==> src/rtl/sipo_receiver.sv <==
// sipo_receiver: serial-in parallel-out word receiver, MSB first,
// with a one-word holding register, valid/ready handoff and sticky overrun.
module sipo_receiver #(
    parameter int WIDTH = 4,
    localparam int CW = $clog2(WIDTH)
) (
    input  logic             clk,
    input  logic             rst,
    input  logic             clear,
    input  logic             shift,
    input  logic             serial_in,
    input  logic             data_ready,
    output logic [WIDTH-1:0] data_out,
    output logic             data_valid,
    output logic [CW-1:0]    bit_count,
    output logic             overrun
);

    logic [WIDTH-1:0] r_sreg;
    logic [CW-1:0]    r_cnt;
    logic [WIDTH-1:0] r_data;
    logic             r_valid;
    logic             r_ovr;

    logic [WIDTH-1:0] w_word;
    logic             w_last;
    logic             w_done;
    logic             w_free;
    logic             w_consume;

    assign w_word    = {r_sreg[WIDTH-2:0], serial_in};
    assign w_last    = (r_cnt == CW'(WIDTH - 1));
    assign w_done    = shift & ~clear & w_last;
    assign w_free    = ~r_valid | data_ready;
    assign w_consume = r_valid & data_ready;

    // Shift register, bit counter and sticky overrun flag.
    always_ff @(posedge clk) begin
        if (rst) begin
            r_sreg <= '0;
            r_cnt  <= '0;
            r_ovr  <= 1'b0;
        end else if (clear) begin
            r_sreg <= '0;
            r_cnt  <= '0;
            r_ovr  <= 1'b0;
        end else if (shift) begin
            r_sreg <= w_word;
            if (w_last) begin
                r_cnt <= '0;
                if (!w_free) begin
                    r_ovr <= 1'b1;
                end
            end else begin
                r_cnt <= r_cnt + CW'(1);
            end
        end
    end

    // Holding register: load a completed word when free, else drain on consume.
    always_ff @(posedge clk) begin
        if (rst) begin
            r_data  <= '0;
            r_valid <= 1'b0;
        end else if (w_done && w_free) begin
            r_data  <= w_word;
            r_valid <= 1'b1;
        end else if (w_consume) begin
            r_valid <= 1'b0;
        end
    end

    assign data_out   = r_data;
    assign data_valid = r_valid;
    assign bit_count  = r_cnt;
    assign overrun    = r_ovr;

endmodule

==> config.mk <==
export PLATFORM = sky130hd
export DESIGN_NAME = sipo_receiver
export DESIGN_NICKNAME = d
export VERILOG_FILES = /design/src/rtl/sipo_receiver.sv
export SDC_FILE = /design/constraint.sdc
export NUM_CORES = 1
export LEC_CHECK = 0
export ABC_AREA = 1
export BUFFER_PORTS_ARGS = -buffer_cell sky130_fd_sc_hd__buf_2
export CORE_AREA = 2 2 39 41
export CTS_CLUSTER_SIZE = 20
export DETAILED_ROUTE_END_ITERATION = 6
export DIE_AREA = 0 0 41 43
export PLACE_DENSITY = 0.6
export SLEW_MARGIN = 10
export SYNTH_ARGS = -nofsm -noshare
export SYNTH_HDL_FRONTEND = slang
export SYNTH_SLANG_ARGS = --single-unit
==> constraint.sdc <==
create_clock -name clk -period 1.5 [get_ports clk]
set_input_delay 0.15 -clock clk [delete_from_list [all_inputs] [get_ports clk]]
set_output_delay 0.15 -clock clk [all_outputs]
set_load 0.005 [all_outputs]
==> out/metrics.csv, run 1 <==
metric;value;unit
ctsLongestPathBuffers;2;
ios;14;
grt_usage;11.90;%
synth-seq-cells;11;
synth_xor_area_share;0;%
finalClockSkew;0.003367;ns
drv_slew;0;
syn-instance-count;62;
synth_simple_gate_area_share;31.04;%
postCtsResizedCells;0;
max_slew.worst_pin.slew;0.2601;ns
synthToLayoutAreaGrowth;20.36;%
cp.arrival;1.30;ns
clkSinkCount;11;
insertion_delay;0.27;ns
postCtsSetupBuffers;0;
vias_per_cell;4.383;
crit_top_cell;nand2_1;
grt_max_degree;13;
die_area;0.001763;mm^2
fp.dieW;41;um
start_util;35.53;%
seq_area;220.2;um^2
n_fill_cell;155;
synth_fa_ha_area_share;2.545;%
place.port_buffers;13;
final-setup-viol-count;0;
drive_gt1_share;32.05;%
synth_fp_nets;69;
vias;412;
wl;793;um
fp-row-count;14;
crit_slowest_cell;dfxtp_1;
clk_pin_slew;0.07;ns
power.leakage;0.2669;nW
synth-seq-area-share;44.78;%
antenna_left;0;
hold_path_depth;2;
hold_ws;0.03955;ns
drt_iter0_markers;3;
antenna_found_initial;0;
yosysWarnings;0;
grt_pass1_wl;1.331;mm
post-place-ws;0.3885;ns
endpoint_kind;register;
drc;0;
nets;86;
core;0.001384;mm^2
fin_crit_sh;75.09;%
dp.final_hpwl;622.9;um
post-route-min-period;1.126;ns
clock.fmax;887.8;MHz
reg2regPathDepth;6;
cts_tree;done;
status;finished, final reports clean;
crit_cells;6;
hold_path_class;in -> reg;
ir_worst_vdd;0.0004898;V
synth_compound_area_share;11.70;%
setup.worst_path.class;reg -> reg;
setup_tns;0;ns
critical_path.top_delay_family;simple AND/OR/NAND/NOR gates;
synth_area;491.7;um^2
drtPass1Iterations;4;
cp.required;1.67;ns
crit_path_start_kind;register;
antenna_cells;0;
multi_input_area;222.7;um^2
power_density;916.1;mW/mm^2
grt_pass1_vias;313;
crit_chain;ha_1 > nand2_1 > nor2_4 > nand3_1 > nand2_1 > nor2_1;
yosysUniqueCellTypes;13;
gp_congestion;0.6914;
drv_cap;0;
overflow;0;
synth_mux_area_share;0;%
cts_buffers;3;
postCtsHoldBufs;0;
timing.final.ws_setup;0.3737;ns
wire_per_inst;8.436;um
root_buffer;clkbuf_4;
slew_headroom;82.62;%
rsz0062_at_grt;no;
path_max_fanout;4;
hold_violations;0;
synth_top_family_by_area;simple AND/OR/NAND/NOR gates;
crit_buf_inv;0;
h-tree-depth;1;
syn_area_per_cell;7.931;um^2
critPathMaxStageDelay;0.38;ns
die_h;43;um
-- synthesized netlist by cell type --
cell	instances	share of area, %
a211oi_2	3	7.6
nor2_1	11	8.4
inv_2	1	0.76
nand3_1	5	5.1
nand3_2	1	2.0
nand2_1	11	8.4
a21oi_1	4	4.1
nor2_4	2	4.6
dfxtp_1	11	45
ha_1	1	2.5
nor2_2	2	2.5
buf_6	1	2.3
inv_1	9	6.9
-- stage by stage --
| stage | util [%] | instances | instance area [um^2] | power (mW) |
|---|---|---|---|---|
| global route | 42.77 | 94 | 591.8 | 0.5759 |
| detailed placement | 40.87 | 90 | 565.5 | 0.3468 |
| floorplan | - | 62 | 491.7 | 0.3339 |
| CTS | 42.77 | 94 | 591.8 | 0.5511 |
| finish | 42.77 | 94 | 591.8 | 0.5422 |
| global placement | 40.87 | 90 | 565.5 | 0.3465 |
-- path summary, 6_finish.rpt --
| path | start | endpoint | slack [ns] |
|---|---|---|---|
| hold / removal | rst | data_valid$_SDFFE_PP0P_ | 0.04 |
| setup reg to reg | bit_count[0]$_SDFFE_PP0P_ | data_out[2]$_SDFFE_PP0P_ | 0.37 |
| hold reg to reg | overrun$_SDFFE_PP0P_ | overrun$_SDFFE_PP0P_ | 0.44 |
| setup / recovery | bit_count[0]$_SDFFE_PP0P_ | data_out[2]$_SDFFE_PP0P_ | 0.37 |
-- flip-flops by register name, indices dropped and copies added, names as in the netlist --
register    cells
r_sreg          3
bit_count       2
data_out        4
data_valid      1
overrun         1
-- layer usage --
layer	vias to the layer above	global-route usage, %	share of wire (%)
li1	224	-	-
met1	173	15.96	49
met2	13	13.13	42
met3	2	7.853	7.6
met4	0	8.000	1.1
met5	-	0	0
-- layout make-up --
type	count	share of cell area, %
clock buffers	4	4.440
inverters	10	6.342
multi-input cells	40	37.63
flip-flops and latches	11	37.21
well taps	16	3.383
repair buffers	13	10.99
-- placed cells by master (no fill, tap or decap), drive strengths merged --
| cell type | n |
|---|---|
| nor2 | 15 |
| buf | 13 |
| nand2 | 11 |
| dfxtp | 11 |
| inv | 10 |
| nand3 | 6 |
| a21oi | 4 |
| clkbuf | 4 |
| a211oi | 3 |
| ha | 1 |
-- kinds of logic after synthesis --
kind of cell,count (synthesis)
AND/OR/NAND/NOR,32
flip-flops,11
AO/OA/AOI/OAI,7
adder cells (fa/ha/maj),1
buffers and inverters,11
-- power by group --
part	switching (mW)	internal, mW
Combinational	0.0253	0.0148
Sequential	0.00306	0.297
Clock	0.0994	0.103
Power figures use the tool's default switching activity.
==> run 2, diff against run 1 <==
--- a/config.mk
+++ b/config.mk
@@ -5,13 +5,13 @@
 export SDC_FILE = /design/constraint.sdc
 export NUM_CORES = 1
 export LEC_CHECK = 0
-export ABC_AREA = 1
+export ABC_AREA = 0
 export BUFFER_PORTS_ARGS = -buffer_cell sky130_fd_sc_hd__buf_2
 export CORE_AREA = 2 2 39 41
 export CTS_CLUSTER_SIZE = 20
 export DETAILED_ROUTE_END_ITERATION = 6
 export DIE_AREA = 0 0 41 43
-export PLACE_DENSITY = 0.6
+export PLACE_DENSITY = 0.59
 export SLEW_MARGIN = 10
 export SYNTH_ARGS = -nofsm -noshare
 export SYNTH_HDL_FRONTEND = slang
==> constraint.sdc (replaced) <==
create_clock -name clk -period 1.05 [get_ports clk]
set_input_delay 0.105 -clock clk [delete_from_list [all_inputs] [get_ports clk]]
set_output_delay 0.105 -clock clk [all_outputs]
set_load 0.005 [all_outputs]
==> out/metrics.csv, run 2 <==
metric;value;unit;change
yosysTopAreaCell;dfxtp_1;;
async_reset_ff_share;0;%;unchanged
antenna_cells;0;;unchanged
wl;809;um;+2.0%
startpoint;bit_count[0]$_SDFFE_PP0P_;;
grt_usage;12.96;%;+1.1 points
gp_congestion;0.6604;;-4.5%
grt_util_met2;15.31;%;+2.2 points
die_area;0.001763;mm^2;unchanged
cts_tree;done;;
clk_pin_slew;0.07;ns;about the same
syn_area_per_cell;10.54;um^2;+33%
pwr-share-comb;7.2;%;-0.2 points
pwr-share-seq;55.6;%;+0.3 points
antenna_found_initial;0;;unchanged
synth_top_area_share;46.44;%;+1.7 points
hold_path_class;in -> reg;;
reg2regPathDepth;4;;-2
synth-edff-count;0;;unchanged
grt_max_degree;11;;-2
cts_buffers;3;;unchanged
synth_ff_type;dfxtp_1;;
cp.arrival;1.31;ns;about the same
drt_iter0_markers;2;;-1
r2r_start;bit_count[0]$_SDFFE_PP0P_;;
setup.worst_path.class;reg -> reg;;
largest_reg_flops;4;;unchanged
slew_headroom;79.21;%;-3.4 points
post-route-min-period;1.106;ns;-0.01994 ns
use_met3;9.948;%;+2.1 points
final_cell_mix;buf_2 (13), mux2i_1 (9), dfxtp_1 (9);;
max_slew.worst_pin.slew;0.3112;ns;+0.05105 ns
synth_common_cells;dfxtp_1 (11), mux2i_1 (9), nand2b_1 (8), nor2_1 (8);;
drc;0;;unchanged
ir_worst_vdd;0.0007825;V;+60%
power.leakage;0.2780;nW;+4.2%
hold_violations;0;;unchanged
start_util;34.27;%;-1.3 points
synth_area;474.2;um^2;-3.6%
antenna_left;0;;unchanged
grt_pass1_vias;313;;unchanged
postCtsResizedCells;0;;unchanged
dp.final_hpwl;594.8;um;-4.5%
die_h;43;um;unchanged
h-tree-depth;1;;unchanged
power_density;1227;mW/mm^2;+34%
finalClockSkew;0.0006830;ns;-0.002684 ns
cp.required;1.25;ns;-0.42 ns
status;finished, violations left;;
fp.dieW;41;um;unchanged
clkSinkCount;11;;unchanged
layout_commonest_cell;buf_2;;
nets;73;;-15%
ctsLongestPathBuffers;2;;unchanged
wire_per_inst;9.988;um;+18%
drv_cap;0;;unchanged
met1_usage;14.85;%;-1.1 points
endpoint;data_out[0]$_SDFFE_PP0P_;;
timing.final.ws_setup;-0.05638;ns;-0.4301 ns
synthToLayoutAreaGrowth;31.40;%;
path_max_fanout;4;;unchanged
vias;362;;-12%
clockPowerShare;37.2;%;about the same
core;0.001384;mm^2;unchanged
drtPass1Iterations;2;;-2
ios;14;;unchanged
crit_path_start_kind;register;;
switching_share;21.72;%;-1.9 points
p_total;0.7647;mW;+41%
yosysUniqueCellTypes;13;;unchanged
yosys-top-cells-area;dfxtp_1 (46%), mux2i_1 (19%), nand2b_1 (11%);;
fp-row-count;14;;unchanged
hold_ws;0.08467;ns;+0.04513 ns
place.port_buffers;13;;unchanged
violations;setup timing;;
p_int;0.5987;mW;+44%
endpoint_kind;register;;
insertion_delay;0.27;ns;about the same
synth-seq-cells;11;;unchanged
reg2reg_to;data_out[0]$_SDFFE_PP0P_;;
root_buffer;clkbuf_4;;
ff2ff_setup_slack;-0.06;ns;-0.43 ns
grt_busiest_layer;met2;;
overflow;0;;unchanged
syn-instance-count;45;;-27%
yosysMostFrequentCell;dfxtp_1;;
rsz0062_at_grt;yes;;
yosysWarnings;0;;unchanged
fin_crit_sh;105.4;%;+30 points
postCtsHoldBufs;0;;unchanged
synth-seq-area-share;46.44;%;+1.7 points
vias_per_cell;4.469;;+2.0%
grt_pass1_wl;1.393;mm;+4.7%
p_sw;0.1661;mW;+30%
drv_slew;0;;unchanged
final-setup-viol-count;4;;+4
synth_fp_nets;52;;-25%
drive_gt1_share;43.08;%;+11 points
clock.fmax;903.8;MHz;+1.8%
## run 2: cell types whose count changed after synthesis, sizes merged, moves of 3 or more
| cell | before | now |
|---|---|---|
| nor2 | 15 | 8 |
| nand3 | 6 | 0 |
| a211oi | 3 | 0 |
| mux2i | 0 | 9 |
| nand2 | 11 | 1 |
| inv | 10 | 0 |
| a21oi | 4 | 0 |
| nand2b | 0 | 8 |
## run 2: critical path: stages (launching register included)
cell and delay (ns):
dfxtp_2 0.35, ha_4 0.15, nand2_4 0.05, nor3_4 0.27, mux2i_1 0.21
## run 2: how the worst min path moves through the flow
stage	slack [ns]	from	endpoint	cells past startpoint
6_report	0.08	rst	data_valid$_SDFFE_PP0P_	2
4_1_cts	0.08	rst	data_valid$_SDFFE_PP0P_	2
3_3_place_gp	0.37	rst	data_valid$_SDFFE_PP0P_	2
3_5_place_dp	0.37	rst	data_valid$_SDFFE_PP0P_	2
2_1_floorplan	0.18	rst	data_valid$_SDFFE_PP0P_	1
5_1_grt	0.09	rst	data_valid$_SDFFE_PP0P_	2
## run 2: power by group through the flow
stage               registers (mW)  clock network, mW  logic [mW]
floorplan                    0.436                  0      0.0327
global placement             0.435                  0      0.0566
detailed placement           0.435                  0      0.0566
CTS                          0.425              0.298      0.0565
global route                 0.426              0.323      0.0629
finish                       0.425              0.284      0.0551
## run 2: area by class of cell
class,count,area (um^2)
fillers,127,760.7
repair buffers,18,102.6
clock buffers,4,26.28
well taps,16,20.02
multi-input cells,32,251.5
flip-flops and latches,11,222.7
## run 2: logic make-up (layout without fill, tap and decap cells)
kind of cell / after synthesis / in the layout / share of synthesized area [%]
mux: 9 / 9 / 19.00
simple gates: 20 / 20 / 25.33
buf+inv: 2 / 22 / 3.165
flops: 11 / 11 / 46.44
fa+ha+maj: 1 / 1 / 2.638
compound gates: 2 / 2 / 3.431
## run 2: per-layer routing
| metal | vias to the layer above | routed length, um |
|---|---|---|
| li1 | 188 | - |
| met1 | 158 | 365 |
| met2 | 11 | 349 |
| met3 | 5 | 68 |
| met4 | 0 | 25 |
| met5 | - | 0 |
## run 2: timing repair
action                     CTS  global route
setup endpoints to repair    4             4
buffers inserted             1             0
gates cloned                 0             0
pin swaps                    2             0
## run 2: per-stage QoR
step	worst slack [ns]	utilization [%]	std cells	TNS (ns)	instance area, um^2
2_1_floorplan	-0.03230	-	45	-0.1292	489.2
3_3_place_gp	-0.07191	42.59	76	-0.2037	589.3
3_5_place_dp	-0.07126	42.59	76	-0.2591	589.3
4_1_cts	-0.07659	45.03	81	-0.2743	623.1
5_1_grt	-0.1364	45.03	81	-0.4874	623.1
6_report	-0.05638	45.03	81	-0.2048	623.1
==> run 3, diff against run 2 <==
--- a/config.mk
+++ b/config.mk
@@ -7,11 +7,14 @@
 export LEC_CHECK = 0
 export ABC_AREA = 0
 export BUFFER_PORTS_ARGS = -buffer_cell sky130_fd_sc_hd__buf_2
-export CORE_AREA = 2 2 39 41
+export CELL_PAD_IN_SITES_DETAIL_PLACEMENT = 0
+export CELL_PAD_IN_SITES_GLOBAL_PLACEMENT = 1
+export CORE_MARGIN = 1
+export CORE_UTILIZATION = 35
 export CTS_CLUSTER_SIZE = 20
 export DETAILED_ROUTE_END_ITERATION = 6
-export DIE_AREA = 0 0 41 43
-export PLACE_DENSITY = 0.59
+export GPL_TIMING_DRIVEN = 0
+export PLACE_DENSITY = 0.72
 export SLEW_MARGIN = 10
 export SYNTH_ARGS = -nofsm -noshare
 export SYNTH_HDL_FRONTEND = slang
==> out/metrics.csv, run 3 (synthesis gave the netlist of run 2 again) <==
metric;value;unit;change
status;finished, violations left;;
violations;setup timing;;
setup.worst_path.class;reg -> reg;;
drtPass1Iterations;2;;unchanged
hold_path_depth;2;;unchanged
fp.dieW;38.81;um;-5.3%
cp.arrival;1.34;ns;+0.03 ns
die_h;38.81;um;-9.7%
crit_path_start_kind;register;;
final_cell_mix;buf_2 (12), mux2i_1 (9), dfxtp_1 (9);;
postCtsHoldBufs;0;;unchanged
synthToLayoutAreaGrowth;28.76;%;
gp_congestion;0.5975;;-9.5%
h-tree-depth;1;;unchanged
r2r_start;bit_count[1]$_SDFFE_PP0P_;;
clkSinkCount;11;;unchanged
cp.required;1.24;ns;about the same
largest_reg_flops;4;;unchanged
clock.fmax;872.5;MHz;-3.5%
hold_ws;0.08205;ns;-0.002624 ns
ff2ff_setup_slack;-0.1;ns;-0.04 ns
power.leakage;0.2672;nW;-3.9%
wl;807;um;-0.25%
drv_cap;0;;unchanged
antenna_left;0;;unchanged
endpoint_kind;register;;
pwr-share-comb;7.2;%;about the same
vias;358;;-1.1%
cts_buffers;3;;unchanged
grt_pass1_wl;1.400;mm;+0.50%
post-place-ws;-0.1161;ns;-0.04481 ns
antenna_found_initial;0;;unchanged
layout_commonest_cell;buf_2;;
reg2regPathDepth;4;;unchanged
overflow;0;;unchanged
nets;71;;-2.7%
post-route-min-period;1.146;ns;+0.03969 ns
cts_tree;done;;
root_buffer;clkbuf_4;;
grt_max_degree;11;;unchanged
insertion_delay;0.27;ns;about the same
ios;14;;unchanged
fp-row-count;12;;-2
drive_gt1_share;39.68;%;-3.4 points
hold_violations;0;;unchanged
path_max_fanout;4;;unchanged
ctsLongestPathBuffers;2;;unchanged
min_to;data_valid$_SDFFE_PP0P_;;
core;0.001186;mm^2;-14%
ir_worst_vdd;0.0005999;V;-23%
hold_path_class;in -> reg;;
grt_pass1_vias;315;;+0.64%
max_slew.worst_pin.slew;0.3104;ns;-0.0007601 ns
setup_tns;-0.3105;ns;-0.1057 ns
timing.final.ws_setup;-0.09607;ns;-0.03969 ns
hold_start;rst;;
drt_iter0_markers;4;;+2
drv_slew;0;;unchanged
n_fill_cell;110;;-13%
p_sw;0.1701;mW;+2.4%
rsz0062_at_grt;yes;;
wire_per_inst;10.48;um;+4.9%
antenna_cells;0;;unchanged
start_util;39.98;%;+5.7 points
clk_pin_slew;0.07;ns;about the same
reg2reg_to;data_out[3]$_SDFFE_PP0P_;;
p_int;0.5968;mW;-0.32%
final-setup-viol-count;4;;unchanged
die_area;0.001506;mm^2;-15%
drc;0;;unchanged
switching_share;22.18;%;+0.46 points
place.port_buffers;12;;-1
grt_usage;14.61;%;+1.7 points
dp.final_hpwl;574.2;um;-3.5%
slew_headroom;79.26;%;about the same
power_density;1256;mW/mm^2;+2.3%
pwr-share-seq;55.3;%;-0.3 points
vias_per_cell;4.649;;+4.0%
fin_crit_sh;109.1;%;+3.8 points
clockPowerShare;37.5;%;+0.3 points
finalClockSkew;0.003540;ns;+0.002857 ns
[run 3: cell types whose count changed in the layout (fill, tap and decap cells not counted), sizes merged]
cell,delta
buf,-3
clkbuf,+1
[run 3: timing repair]
item | 4_1_cts | 5_1_grt
pin swaps | 1 | 0
gates resized for setup | 1 | 0
endpoints found under the setup margin | 4 | 5
buffers inserted | 1 | 1
[run 3: worst max-delay path by stage]
stage | start | to | slack [ns] | cells past startpoint
after floorplan | bit_count[0]$_SDFFE_PP0P_ | data_out[0]$_SDFFE_PP0P_ | -0.03 | 4
after global placement | bit_count[0]$_SDFFE_PP0P_ | data_out[2]$_SDFFE_PP0P_ | -0.12 | 4
after detailed placement | bit_count[0]$_SDFFE_PP0P_ | data_out[3]$_SDFFE_PP0P_ | -0.12 | 4
after CTS | bit_count[0]$_SDFFE_PP0P_ | data_out[3]$_SDFFE_PP0P_ | -0.12 | 4
after global routing | bit_count[1]$_SDFFE_PP0P_ | data_out[3]$_SDFFE_PP0P_ | -0.19 | 4
final | bit_count[1]$_SDFFE_PP0P_ | data_out[3]$_SDFFE_PP0P_ | -0.1 | 4
[run 3: layer usage]
layer	track usage (%)	routed length, um
met3	7.514	66
met2	17.92	326
met5	0	0
met4	10.34	20
met1	18.88	394
[run 3: worst max-delay path: stages (launching register included)]
cell and delay (ns):
dfxtp_2 0.36, ha_4 0.15, nand2_4 0.05, nor3_4 0.28
mux2i_1 0.22
[run 3: power by group through the flow]
stage	clock network, mW	logic [mW]	registers, mW
6_report	0.288	0.0551	0.424
4_1_cts	0.306	0.0531	0.425
3_5_place_dp	0	0.0530	0.436
5_1_grt	0.320	0.0631	0.424
2_1_floorplan	0	0.0327	0.436
3_3_place_gp	0	0.0526	0.436
[run 3: through the flow]
step	util, %	power, mW	area [um^2]	instances
after floorplan	-	0.4684	489.2	45
after global placement	47.78	0.4883	566.8	71
after detailed placement	47.78	0.4888	566.8	71
after CTS	50.84	0.7840	603.1	76
after global routing	51.48	0.8069	610.6	77
final	51.48	0.7669	610.6	77
[run 3: final cells by class]
cell class / instances / area, um^2 / share of cell area (%)
clock buffer: 4 / 26.28 / 4.303
multi-input combinational: 32 / 251.5 / 41.19
sequential: 11 / 225.2 / 36.89
timing repair buffer: 14 / 75.07 / 12.30
buffer: 2 / 15.01 / 2.459
tap: 14 / 17.52 / 2.869
